[src/rtl/shift_multipass_ctrl.sv]
// rtl/shift_multipass_ctrl.sv - multi-pass controller driving an external 8-bit barrel shifter
// Splits counts above STEP into several shifter passes, feeding S back as A each clock.
module shift_multipass_ctrl #(
  parameter int CNT_W = 5,
  parameter int STEP  = 7
) (
  input  logic             clk,
  input  logic             rst,
  input  logic             start,
  input  logic [1:0]       op,
  input  logic [7:0]       operand,
  input  logic [CNT_W-1:0] count,
  output logic             busy,
  output logic             done,
  output logic [7:0]       result,
  output logic             carry,
  output logic             zero,
  output logic             neg,
  output logic [7:0]       alu_a,
  output logic [2:0]       alu_cnt,
  output logic [1:0]       alu_sel,
  input  logic [7:0]       alu_s,
  input  logic             alu_co
);

  typedef enum logic [1:0] {S_IDLE, S_RUN, S_DONE} state_t;

  localparam logic [CNT_W-1:0] STEP_W = CNT_W'(STEP);

  state_t           r_state;
  state_t           w_next;
  logic [7:0]       r_work;
  logic [CNT_W-1:0] r_rem;
  logic [1:0]       r_op;
  logic [7:0]       r_result;
  logic             r_carry;
  logic             r_zero;
  logic             r_neg;

  logic [CNT_W-1:0] w_cnt_full;
  logic [CNT_W-1:0] w_rem_next;
  logic             w_last;
  logic             w_accept;

  assign w_cnt_full = (r_rem > STEP_W) ? STEP_W : r_rem;
  assign w_rem_next = r_rem - w_cnt_full;
  assign w_last     = (w_rem_next == '0);
  assign w_accept   = start && ((r_state == S_IDLE) || (r_state == S_DONE));

  assign alu_a   = r_work;
  assign alu_cnt = w_cnt_full[2:0];
  assign alu_sel = r_op;
  assign result  = r_result;
  assign carry   = r_carry;
  assign zero    = r_zero;
  assign neg     = r_neg;

  always_ff @(posedge clk or posedge rst) begin
    if (rst) r_state <= S_IDLE;
    else     r_state <= w_next;
  end

  always_comb begin
    w_next = r_state;
    case (r_state)
      S_IDLE:  if (start) w_next = S_RUN;
      S_RUN:   if (w_last) w_next = S_DONE;
      S_DONE:  w_next = start ? S_RUN : S_IDLE;
      default: w_next = S_IDLE;
    endcase
  end

  always_comb begin
    busy = (r_state == S_RUN);
    done = (r_state == S_DONE);
  end

  // A count of 0 still runs one Cnt=0 pass so the carry comes from the shifter itself.
  always_ff @(posedge clk or posedge rst) begin
    if (rst) begin
      r_work   <= '0;
      r_rem    <= '0;
      r_op     <= '0;
      r_result <= '0;
      r_carry  <= 1'b0;
      r_zero   <= 1'b0;
      r_neg    <= 1'b0;
    end else if (w_accept) begin
      r_op   <= op;
      r_work <= operand;
      r_rem  <= count;
    end else if (r_state == S_RUN) begin
      r_work <= alu_s;
      r_rem  <= w_rem_next;
      if (w_last) begin
        r_result <= alu_s;
        r_carry  <= alu_co;
        r_zero   <= (alu_s == 8'h00);
        r_neg    <= alu_s[7];
      end
    end
  end

endmodule
[config.mk]
export PLATFORM = sky130hd
export DESIGN_NAME = shift_multipass_ctrl
export DESIGN_NICKNAME = d
export VERILOG_FILES = /design/src/rtl/shift_multipass_ctrl.sv
export SDC_FILE = /design/constraint.sdc
export NUM_CORES = 1
export LEC_CHECK = 0
export CORE_ASPECT_RATIO = 1.75
export CORE_UTILIZATION = 42
export DETAILED_ROUTE_END_ITERATION = 6
export PLACE_DENSITY_LB_ADDON = 0.2
export SLEW_MARGIN = 20
export SYNTH_ARGS = -nofsm -noshare
export SYNTH_HDL_FRONTEND = slang
export SYNTH_SLANG_ARGS = --single-unit
[constraint.sdc]
create_clock -name clk -period 2.5 [get_ports clk]
set_input_delay 0.5 -clock clk [delete_from_list [all_inputs] [get_ports clk]]
set_output_delay 0.5 -clock clk [all_outputs]
set_load 0.1 [all_outputs]
# After elaboration in Yosys (flattened, before gate mapping)
# Cells that the tools add are included.
# word_totals
regBits,28
input_bits,27
out_inout_bits,26
word_cells,32
# classes
n_addsub,1
order_cmp,1
n_eq_ne,4
muxes,9
n_bitwise,1
n_reduce_logical,8
# ops
operator,n
$mux W8,2
$mux W5,3
$logic_not A8 Y1,1
$pmux W2 S3,1
$gt A5 B3 Y1 const B,1
$logic_not A5 Y1,1
$sub A5 B5 Y5,1
$mux W2,2
$reduce_and A3 Y1,1
$eq A2 B1 Y1 const B,1
$eq A2 B2 Y1 const B,1
$logic_not A2 Y1,1
$ne A2 B1 Y1 const B,1
$ne A2 B2 Y1 const B,1
$reduce_and A2 Y1,1
$reduce_bool A2 Y1,1
$logic_and A1 B1 Y1,1
$logic_or A1 B1 Y1,1
$mux W1,1
$not A1 Y1,1

# Logic depth before layout (Yosys ltp)
# Gate-level depths: netlist (run 1).
# depth
depth_word,6
mapped_depth,7
mapped_depth_nobuf,6

# Least setup slack after synthesis (run 1)
# No wires, ideal clock.
# synth_path
path_kind,reg2out
start,reg r_state[0]
end,out done
arrival_time_ns,1.718
t_required_ns,2.000
setup_slack_ns,0.282
path_stages_with_launch,2
n_path_buf,0
cell_sequence,dfrtp_1 -> nor2b_1
# synth_between
elab_chain_cells,1
# synth_rtl
item,line,text
"start, declared",30,state_t r_state;
"start signal, assigned",60,else r_state <= w_next;
$eq A2 B2 Y1,75,done = (r_state == S_DONE);
"end, declared",14,"output logic done,"
# Every way passes these cells.

# Worst setup path in the final report (run 1)
# layout_path
start,reg r_rem[3]
end,"reg r_result[6], in the netlist result[6]"
# layout_between
elab_chain_cells,5
# layout_rtl
item,line,text
"start, declared",33,logic [CNT_W-1:0] r_rem;
"start signal, assigned",91,r_rem <= count;
"start signal, assigned",94,r_rem <= w_rem_next;
$gt A5 B3 Y1,45,assign w_cnt_full = (r_rem > STEP_W) ? STEP_W : r_rem;
$mux W5,45,
$sub A5 B5 Y5 (*),46,assign w_rem_next = r_rem - w_cnt_full;
$logic_not A5 Y1 (*),47,assign w_last = (w_rem_next == '0);
$reduce_and A3 Y1 (no line) (*),--,
"end signal, assigned",96,r_result <= alu_s;
"end, declared",35,logic [7:0] r_result;
# Every way passes the cells marked *; elsewhere a longest branch is shown, timed or not.
# A chain may end at the register's enable or synchronous reset.

==> key figures, run 1 <==
Status
  • Outcome: completed

Routing
  • DRT Pass-1 Iters: 6
  • Residual DRC: 0
  • DRT Wirelength: 3.00 mm
  • Drt via density: 5.63
  • Count of nets left with antenna violations after detail routing: 0
  • Number of DRC markers in iteration 0: 13
  • DR WL/cell: 16.3 um
  • Vias after detailed routing: 1036

Timing
  • Post-route fraction of the period consumed by the critical path: 0.895
  • Final max-slew violation count: 0
  • Time the worst path needs with I/O delays and setup: 2240 ps
  • Setup repair after global routing missed its margin: false
  • Normalized max-slew margin: 0.595
  • Setup TNS: 0 ps
  • Count of final setup violators: 0
  • Maximum clock frequency: 447 MHz
  • Transition at the pin with the smallest max-transition slack: 607 ps
  • Total count of hold-check failures in the final report: 0
  • Worst clock skew: 5.91 ps

Run
  • Maxcap violations: 0

CTS
  • H-tree levels: 1
  • Clock Path Buffers: 2
  • Buffer cell driving the clock tree root: sky130_fd_sc_hd__clkbuf_8
  • Clock transition at the registers of the reported paths: 90 ps
  • TritonCTS sink count: 27
  • Clock latency at the later pin of the worst-skew pair: 270 ps
  • Number of buffers created by CTS: 3
  • Number of setup buffers added after CTS: 0
  • Number of instances resized during post-cts repair: 0
  • TritonCTS clock tree: yes
  • Hold Buf Count CTS: 0

Logic synthesis
  • Number of synthesized flops with an enable pin: 0
  • Cell count after synthesis: 102
  • Top post-synthesis cells by count: sky130_fd_sc_hd__dfrtp_1 (27), sky130_fd_sc_hd__a22o_1 (9), sky130_fd_sc_hd__a21o_1 (8), sky130_fd_sc_hd__mux2_4 (8), sky130_fd_sc_hd__inv_1 (5)
  • Share of the yosys chip area belonging to registers: 0.522
  • Number of library cell types mapped by synthesis: 33
  • Top area cells in the synthesized netlist: sky130_fd_sc_hd__dfrtp_1 (52%), sky130_fd_sc_hd__mux2_4 (9.3%), sky130_fd_sc_hd__a22o_1 (6.1%)
  • Flop and latch count out of synthesis: 27
  • Post-synth design cell area: 1290 um^2
  • Yosys warns: 0
  • Yosys top cell area share: 0.522
  • Leading area contributor after synthesis: sky130_fd_sc_hd__dfrtp_1
  • Share of flip-flops with an asynchronous set or reset: 1.00
  • Average cell area after synthesis: 12.7 um^2
  • Top flip-flop cell by instance count after synthesis: sky130_fd_sc_hd__dfrtp_1
  • Synthesized Nets: 130
  • Most common cell in the netlist: sky130_fd_sc_hd__dfrtp_1

Floorplan
  • Die Footprint: 3320 um^2
  • Vertical die dimension: 75.4 um
  • Top-level I/O count: 53
  • Core region area: 2930 um^2
  • Starting utilization of the core area: 0.442
  • Number of placement rows: 26
  • Width of the chip: 44.0 um

Place
  • Post-DP HPWL: 2.23 mm
  • Final RePlAce weighted congestion: 0.856
  • Buffers added on ports: 52

Worst setup path
  • Worst setup path class: register to register
  • Required time of the critical path: 2650 ps
  • Arrival time worst endpoint: 2390 ps
  • Startpoint kind of the worst setup timing path: register
  • Type of destination of the critical path: register
  • Largest fanout on the critical path: 11

Global route
  • Met2 Usage GRT: 0.338
  • Congestion Overflow GR: 0
  • Pin count of the biggest net entering global routing: 28
  • Wire length of the first global-routing pass: 4.71 mm
  • Global-route track usage on met3: 0.0213
  • Gr busiest metal: met2
  • Met1 GRT Util: 0.238
  • Via count of the first global-routing pass: 1014
  • Tot GR Track Use: 0.195
  • Initial antenna violation count: 0

Layout
  • Proportion of layout cells with a drive suffix above 1: 0.321
  • Filler Cells Inserted: 239
  • FF+latch area: 676 um^2
  • Area of the multi-input gates: 567 um^2
  • Final antenna diode count: 0
  • Area Growth Syn to Fin: 41.6%
  • Nets: 185

Min path
  • Worst hold-check path type: register to register
[cells in the final DEF (no fill, tap or decap), types with 2 or more instances in the layout]
| cell type | instances |
|---|---|
| sky130_fd_sc_hd__buf_4 | 28 |
| sky130_fd_sc_hd__or3_1 | 2 |
| sky130_fd_sc_hd__clkbuf_8 | 3 |
| sky130_fd_sc_hd__mux2i_1 | 4 |
| sky130_fd_sc_hd__a22o_1 | 9 |
| sky130_fd_sc_hd__a221o_1 | 3 |
| sky130_fd_sc_hd__nor2b_1 | 2 |
| sky130_fd_sc_hd__a21o_1 | 8 |
| sky130_fd_sc_hd__or2_2 | 2 |
| sky130_fd_sc_hd__clkdlybuf4s50_1 | 26 |
| sky130_fd_sc_hd__inv_1 | 5 |
| sky130_fd_sc_hd__mux2_4 | 8 |
| sky130_fd_sc_hd__nand2b_1 | 2 |
| sky130_fd_sc_hd__nor4_1 | 2 |
| sky130_fd_sc_hd__mux2_2 | 4 |
| sky130_fd_sc_hd__dfrtp_1 | 27 |
| sky130_fd_sc_hd__nand2_1 | 4 |
[through the flow]
step / area (um^2) / cells / worst slack [ps] / hold slack [ps] / utilization
after floorplan: 1290 / 102 / 282 / 553 / -
after global placement: 1790 / 180 / 414 / 463 / 0.610
after detailed placement: 1790 / 180 / 296 / 466 / 0.610
after CTS: 1830 / 184 / 274 / 487 / 0.626
after global routing: 1830 / 184 / 112 / 493 / 0.626
final: 1830 / 184 / 263 / 482 / 0.626
[worst max-delay path, cell delays in order (launching register included)]
cell and delay, ps:
sky130_fd_sc_hd__dfrtp_1 460, sky130_fd_sc_hd__nor2_1 330, sky130_fd_sc_hd__or2_2 190, sky130_fd_sc_hd__ha_1 220, sky130_fd_sc_hd__nand2b_1 110, sky130_fd_sc_hd__a211oi_2 210
sky130_fd_sc_hd__buf_4 250, sky130_fd_sc_hd__mux2_2 350
[flip-flops by register name, summed over array words and instances (netlist names)]
| register | flops |
|---|---|
| alu_a | 8 |
| alu_sel | 2 |
| carry | 1 |
| r_rem | 5 |
| r_state | 2 |
| result | 8 |
| zero | 1 |
[cell type report]
cell class                 count  area share
clock buffer                   4      0.0246
inverter                       5      0.0102
multi-input combinational     65       0.309
sequential                    27       0.369
tap                           28      0.0191
timing repair buffer          55       0.268
[cell families after synthesis]
family,synth area share
AOI/OAI and AO/OA,0.175
DFF,0.522
and+or+nand+nor,0.0948
muxes,0.159
buffers and inverters,0.0397
adders and majority gates,0.00967
[layer usage]
| metal | routed length [um] | vias up |
|---|---|---|
| met2 | 1610 | 39 |
| met5 | 0 | - |
| met1 | 1210 | 511 |
| met3 | 119 | 6 |
| li1 | - | 480 |
| met4 | 57 | 0 |
[path summary, 6_finish.rpt]
kind                       cells after the start     start   endpoint  slack, ps
min in group asynchronous                      3       rst   alu_a[3]        580
max                                            7  r_rem[3]  result[6]        260
min reg2reg                                    1  alu_a[2]   alu_a[2]        480
min                                            1  alu_a[2]   alu_a[2]        480
max in group asynchronous                      3       rst   r_rem[4]       1660
max reg2reg                                    7  r_rem[3]  result[6]        260
Power of run 1 is not shown: default switching activity piles up to over one toggle a cycle in this logic, so the estimate is an artifact.
==> run 2: changes to the inputs <==
--- a/config.mk
+++ b/config.mk
@@ -8,7 +8,9 @@
 export CORE_ASPECT_RATIO = 1.75
 export CORE_UTILIZATION = 42
 export DETAILED_ROUTE_END_ITERATION = 6
+export MAX_ROUTING_LAYER = met4
 export PLACE_DENSITY_LB_ADDON = 0.2
+export SKIP_CTS_REPAIR_TIMING = 1
 export SLEW_MARGIN = 20
 export SYNTH_ARGS = -nofsm -noshare
 export SYNTH_HDL_FRONTEND = slang
==> key figures, run 2 (synthesis results as in run 1) <==
Layout
  • Nets: 185
  • Final antenna diode count: 0
  • Area Growth Syn to Fin: 41.6%
  • Highest-count cells in the layout ignoring fill and taps: sky130_fd_sc_hd__buf_4 (28), sky130_fd_sc_hd__dfrtp_1 (27), sky130_fd_sc_hd__clkdlybuf4s50_1 (26), sky130_fd_sc_hd__a22o_1 (9)
  • Most common cell after layout, fill and taps aside: sky130_fd_sc_hd__buf_4
  • Proportion of layout cells with a drive suffix above 1: 0.321

Global route
  • Wire length of the first global-routing pass: 4.73 mm
  • Tot GR Track Use: 0.201
  • Congestion Overflow GR: 0
  • Via count of the first global-routing pass: 1008
  • Pin count of the biggest net entering global routing: 28
  • Initial antenna violation count: 0

Routing
  • Number of DRC markers in iteration 0: 16
  • Residual DRC: 0
  • DR WL/cell: 16.3 um
  • Count of nets left with antenna violations after detail routing: 0
  • DRT Pass-1 Iters: 6
  • DRT Wirelength: 3.00 mm
  • Drt via density: 5.57
  • Vias after detailed routing: 1025

CTS
  • Clock transition at the registers of the reported paths: 90 ps
  • Number of buffers created by CTS: 3
  • H-tree levels: 1
  • Clock Path Buffers: 2
  • TritonCTS clock tree: yes
  • Clock latency at the later pin of the worst-skew pair: 270 ps
  • Buffer cell driving the clock tree root: sky130_fd_sc_hd__clkbuf_8
  • TritonCTS sink count: 27

Timing
  • Final max-slew violation count: 0
  • Normalized max-slew margin: 0.599
  • Setup TNS: 0 ps
  • Maximum clock frequency: 449 MHz
  • Time the worst path needs with I/O delays and setup: 2230 ps
  • Setup repair after global routing missed its margin: false
  • Total count of hold-check failures in the final report: 0
  • Count of final setup violators: 0
  • Worst clock skew: 5.92 ps
  • Post-route fraction of the period consumed by the critical path: 0.891
  • Transition at the pin with the smallest max-transition slack: 600 ps

Worst setup path
  • Startpoint kind of the worst setup timing path: register
  • Largest fanout on the critical path: 11
  • Arrival time worst endpoint: 2380 ps
  • Type of destination of the critical path: register
  • Worst setup path class: register to register
  • Required time of the critical path: 2650 ps

Place
  • Buffers added on ports: 52
  • Post-DP HPWL: 2.23 mm
  • Final RePlAce weighted congestion: 0.870

Floorplan
  • Vertical die dimension: 75.4 um
  • Starting utilization of the core area: 0.442
  • Die Footprint: 3320 um^2
  • Top-level I/O count: 53
  • Width of the chip: 44.0 um
  • Number of placement rows: 26
  • Core region area: 2930 um^2

Status
  • Outcome: completed

Run
  • Maxcap violations: 0

Min path
  • Worst hold-check path type: register to register
[run 2: stage by stage]
stage	worst slack [ps]	utilization	cells	hold WS, ps	cell area (um^2)
5_1_grt	112	0.626	184	493	1830
3_5_place_dp	296	0.610	180	466	1790
3_3_place_gp	414	0.610	180	463	1790
4_1_cts	274	0.626	184	487	1830
6_report	272	0.626	184	482	1830
2_1_floorplan	282	-	102	553	1290
[run 2: layout make-up]
type                    count  area (um^2)
clock buffers               4         45.0
fillers                   239         1100
inverters                   5         18.8
multi-input cells          65          567
flip-flops and latches     27          676
well taps                  28         35.0
repair buffers             55          490
[run 2: final timing paths]
check | startpoint | end | slack [ps] | cells past startpoint
worst max-delay path | r_rem[3] | result[6] | 270 | 7
worst min-delay path | alu_a[2] | alu_a[2] | 480 | 1
worst max register to register | r_rem[3] | result[6] | 270 | 7
worst min register to register | alu_a[2] | alu_a[2] | 480 | 1
max in group asynchronous | rst | zero | 1660 | 3
min in group asynchronous | rst | alu_a[3] | 580 | 3
[run 2: critical path: stages, from the launching register on]
cell,delay [ps]
sky130_fd_sc_hd__dfrtp_1,460
sky130_fd_sc_hd__nor2_1,330
sky130_fd_sc_hd__or2_2,190
sky130_fd_sc_hd__ha_1,220
sky130_fd_sc_hd__nand2b_1,110
sky130_fd_sc_hd__a211oi_2,210
sky130_fd_sc_hd__buf_4,250
sky130_fd_sc_hd__mux2_2,350
[run 2: per-layer routing]
layer  GRT usage  wire length [um]  up-vias
li1            -                 -      477
met1       0.241              1200      505
met2       0.335              1620       37
met3      0.0213               124        6
met4      0.0943                57        0
met5           -                 0        -
Power of run 2 is left out for the same reason.
==> run 3: changes to the inputs <==
==> constraint.sdc (replaced) <==
create_clock -name clk -period 2.5 [get_ports clk]
set_input_delay 0.625 -clock clk [delete_from_list [all_inputs] [get_ports clk]]
set_output_delay 0.625 -clock clk [all_outputs]
set_load 0.1 [all_outputs]
==> key figures, run 3 (synthesis results as in run 1) <==
Global route
  • Wire length of the first global-routing pass: 4.83 mm
  • Initial antenna violation count: 0
  • Congestion Overflow GR: 0
  • Pin count of the biggest net entering global routing: 28
  • Tot GR Track Use: 0.207
  • Via count of the first global-routing pass: 1000

Routing
  • DRT Wirelength: 3.12 mm
  • DR WL/cell: 16.8 um
  • Residual DRC: 1
  • Drt via density: 5.45
  • Number of DRC markers in iteration 0: 26
  • DRT Pass-1 Iters: 7
  • Vias after detailed routing: 1014
  • Count of nets left with antenna violations after detail routing: 0

Layout
  • Area Growth Syn to Fin: 43.0%
  • Final antenna diode count: 0
  • Proportion of layout cells with a drive suffix above 1: 0.335
  • Layout Utilization: 0.632
  • Nets: 187
  • Most common cell after layout, fill and taps aside: sky130_fd_sc_hd__buf_4
  • Highest-count cells in the layout ignoring fill and taps: sky130_fd_sc_hd__buf_4 (30), sky130_fd_sc_hd__dfrtp_1 (27), sky130_fd_sc_hd__clkdlybuf4s50_1 (26), sky130_fd_sc_hd__a22o_1 (9)
  • FF+latch area: 676 um^2
  • Filler Cells Inserted: 242
  • Area of the multi-input gates: 567 um^2

Worst setup path
  • Arrival time worst endpoint: 2390 ps
  • Setup slack on the worst flop-to-flop path: 270 ps
  • Startpoint kind of the worst setup timing path: register
  • Largest fanout on the critical path: 11
  • Required time of the critical path: 2660 ps
  • Worst setup path class: register to register
  • Type of destination of the critical path: register

Timing
  • Maximum clock frequency: 448 MHz
  • Final max-slew violation count: 0
  • Normalized max-slew margin: 0.674
  • Worst clock skew: 8.47 ps
  • Setup TNS: 0 ps
  • Total count of hold-check failures in the final report: 0
  • Transition at the pin with the smallest max-transition slack: 488 ps
  • Count of final setup violators: 0
  • Post-route fraction of the period consumed by the critical path: 0.893
  • Time the worst path needs with I/O delays and setup: 2230 ps
  • Setup repair after global routing missed its margin: false

Place
  • Post-DP HPWL: 2.29 mm
  • Buffers added on ports: 52
  • Final RePlAce weighted congestion: 0.854

CTS
  • H-tree levels: 1
  • TritonCTS clock tree: yes
  • Number of buffers created by CTS: 3
  • Clock Path Buffers: 2
  • Buffer cell driving the clock tree root: sky130_fd_sc_hd__clkbuf_8
  • TritonCTS sink count: 27
  • Clock transition at the registers of the reported paths: 100 ps
  • Clock latency at the later pin of the worst-skew pair: 270 ps

Floorplan
  • Starting utilization of the core area: 0.442
  • Core region area: 2930 um^2
  • Width of the chip: 44.0 um
  • Top-level I/O count: 53
  • Die Footprint: 3320 um^2
  • Vertical die dimension: 75.4 um
  • Number of placement rows: 26

Min path
  • Worst hold-check path type: register to register

Status
  • Violations in the final reports: DRC
  • Outcome: complete, but fails checks

Run
  • Maxcap violations: 0
==> run 3: path summary, 6_finish.rpt <==
| path | cells past startpoint | endpoint | startpoint |
|---|---|---|---|
| setup / recovery | 7 | result[6] | r_rem[3] |
| hold / removal | 1 | alu_a[3] | alu_a[3] |
| setup reg to reg | 7 | result[6] | r_rem[3] |
| hold reg to reg | 1 | alu_a[3] | alu_a[3] |
| max in group asynchronous | 3 | r_rem[4] | rst |
| min in group asynchronous | 3 | alu_a[2] | rst |
==> run 3: worst max-delay path, stage by stage (launching register included) <==
cell	delay (ps)
sky130_fd_sc_hd__dfrtp_1	470
sky130_fd_sc_hd__nor2_1	340
sky130_fd_sc_hd__or2_2	180
sky130_fd_sc_hd__ha_1	220
sky130_fd_sc_hd__nand2b_1	110
sky130_fd_sc_hd__a211oi_2	200
sky130_fd_sc_hd__buf_4	240
sky130_fd_sc_hd__mux2_2	350
==> run 3: area by class of cell <==
type / count / area share
clock buffers: 3 / 0.0223
clock inverters: 1 / 0.00406
inverters: 5 / 0.0101
multi-input cells: 65 / 0.306
flip-flops and latches: 27 / 0.365
well taps: 28 / 0.0189
repair buffers: 57 / 0.273
==> run 3: metal layers <==
metal	part of all wire	track usage
met1	0.41	0.230
met2	0.53	0.360
met5	0	-
met4	0.015	0.101
met3	0.042	0.0284
==> run 3: stage by stage <==
step | worst slack (ps) | hold slack, ps | cells | instance area (um^2)
finish | 268 | 490 | 186 | 1850
floorplan | 157 | 553 | 102 | 1290
detailed placement | 278 | 470 | 182 | 1800
CTS | 268 | 490 | 186 | 1850
global placement | 339 | 463 | 182 | 1800
global route | 139 | 511 | 186 | 1850
Power of run 3 is left out for the same reason.
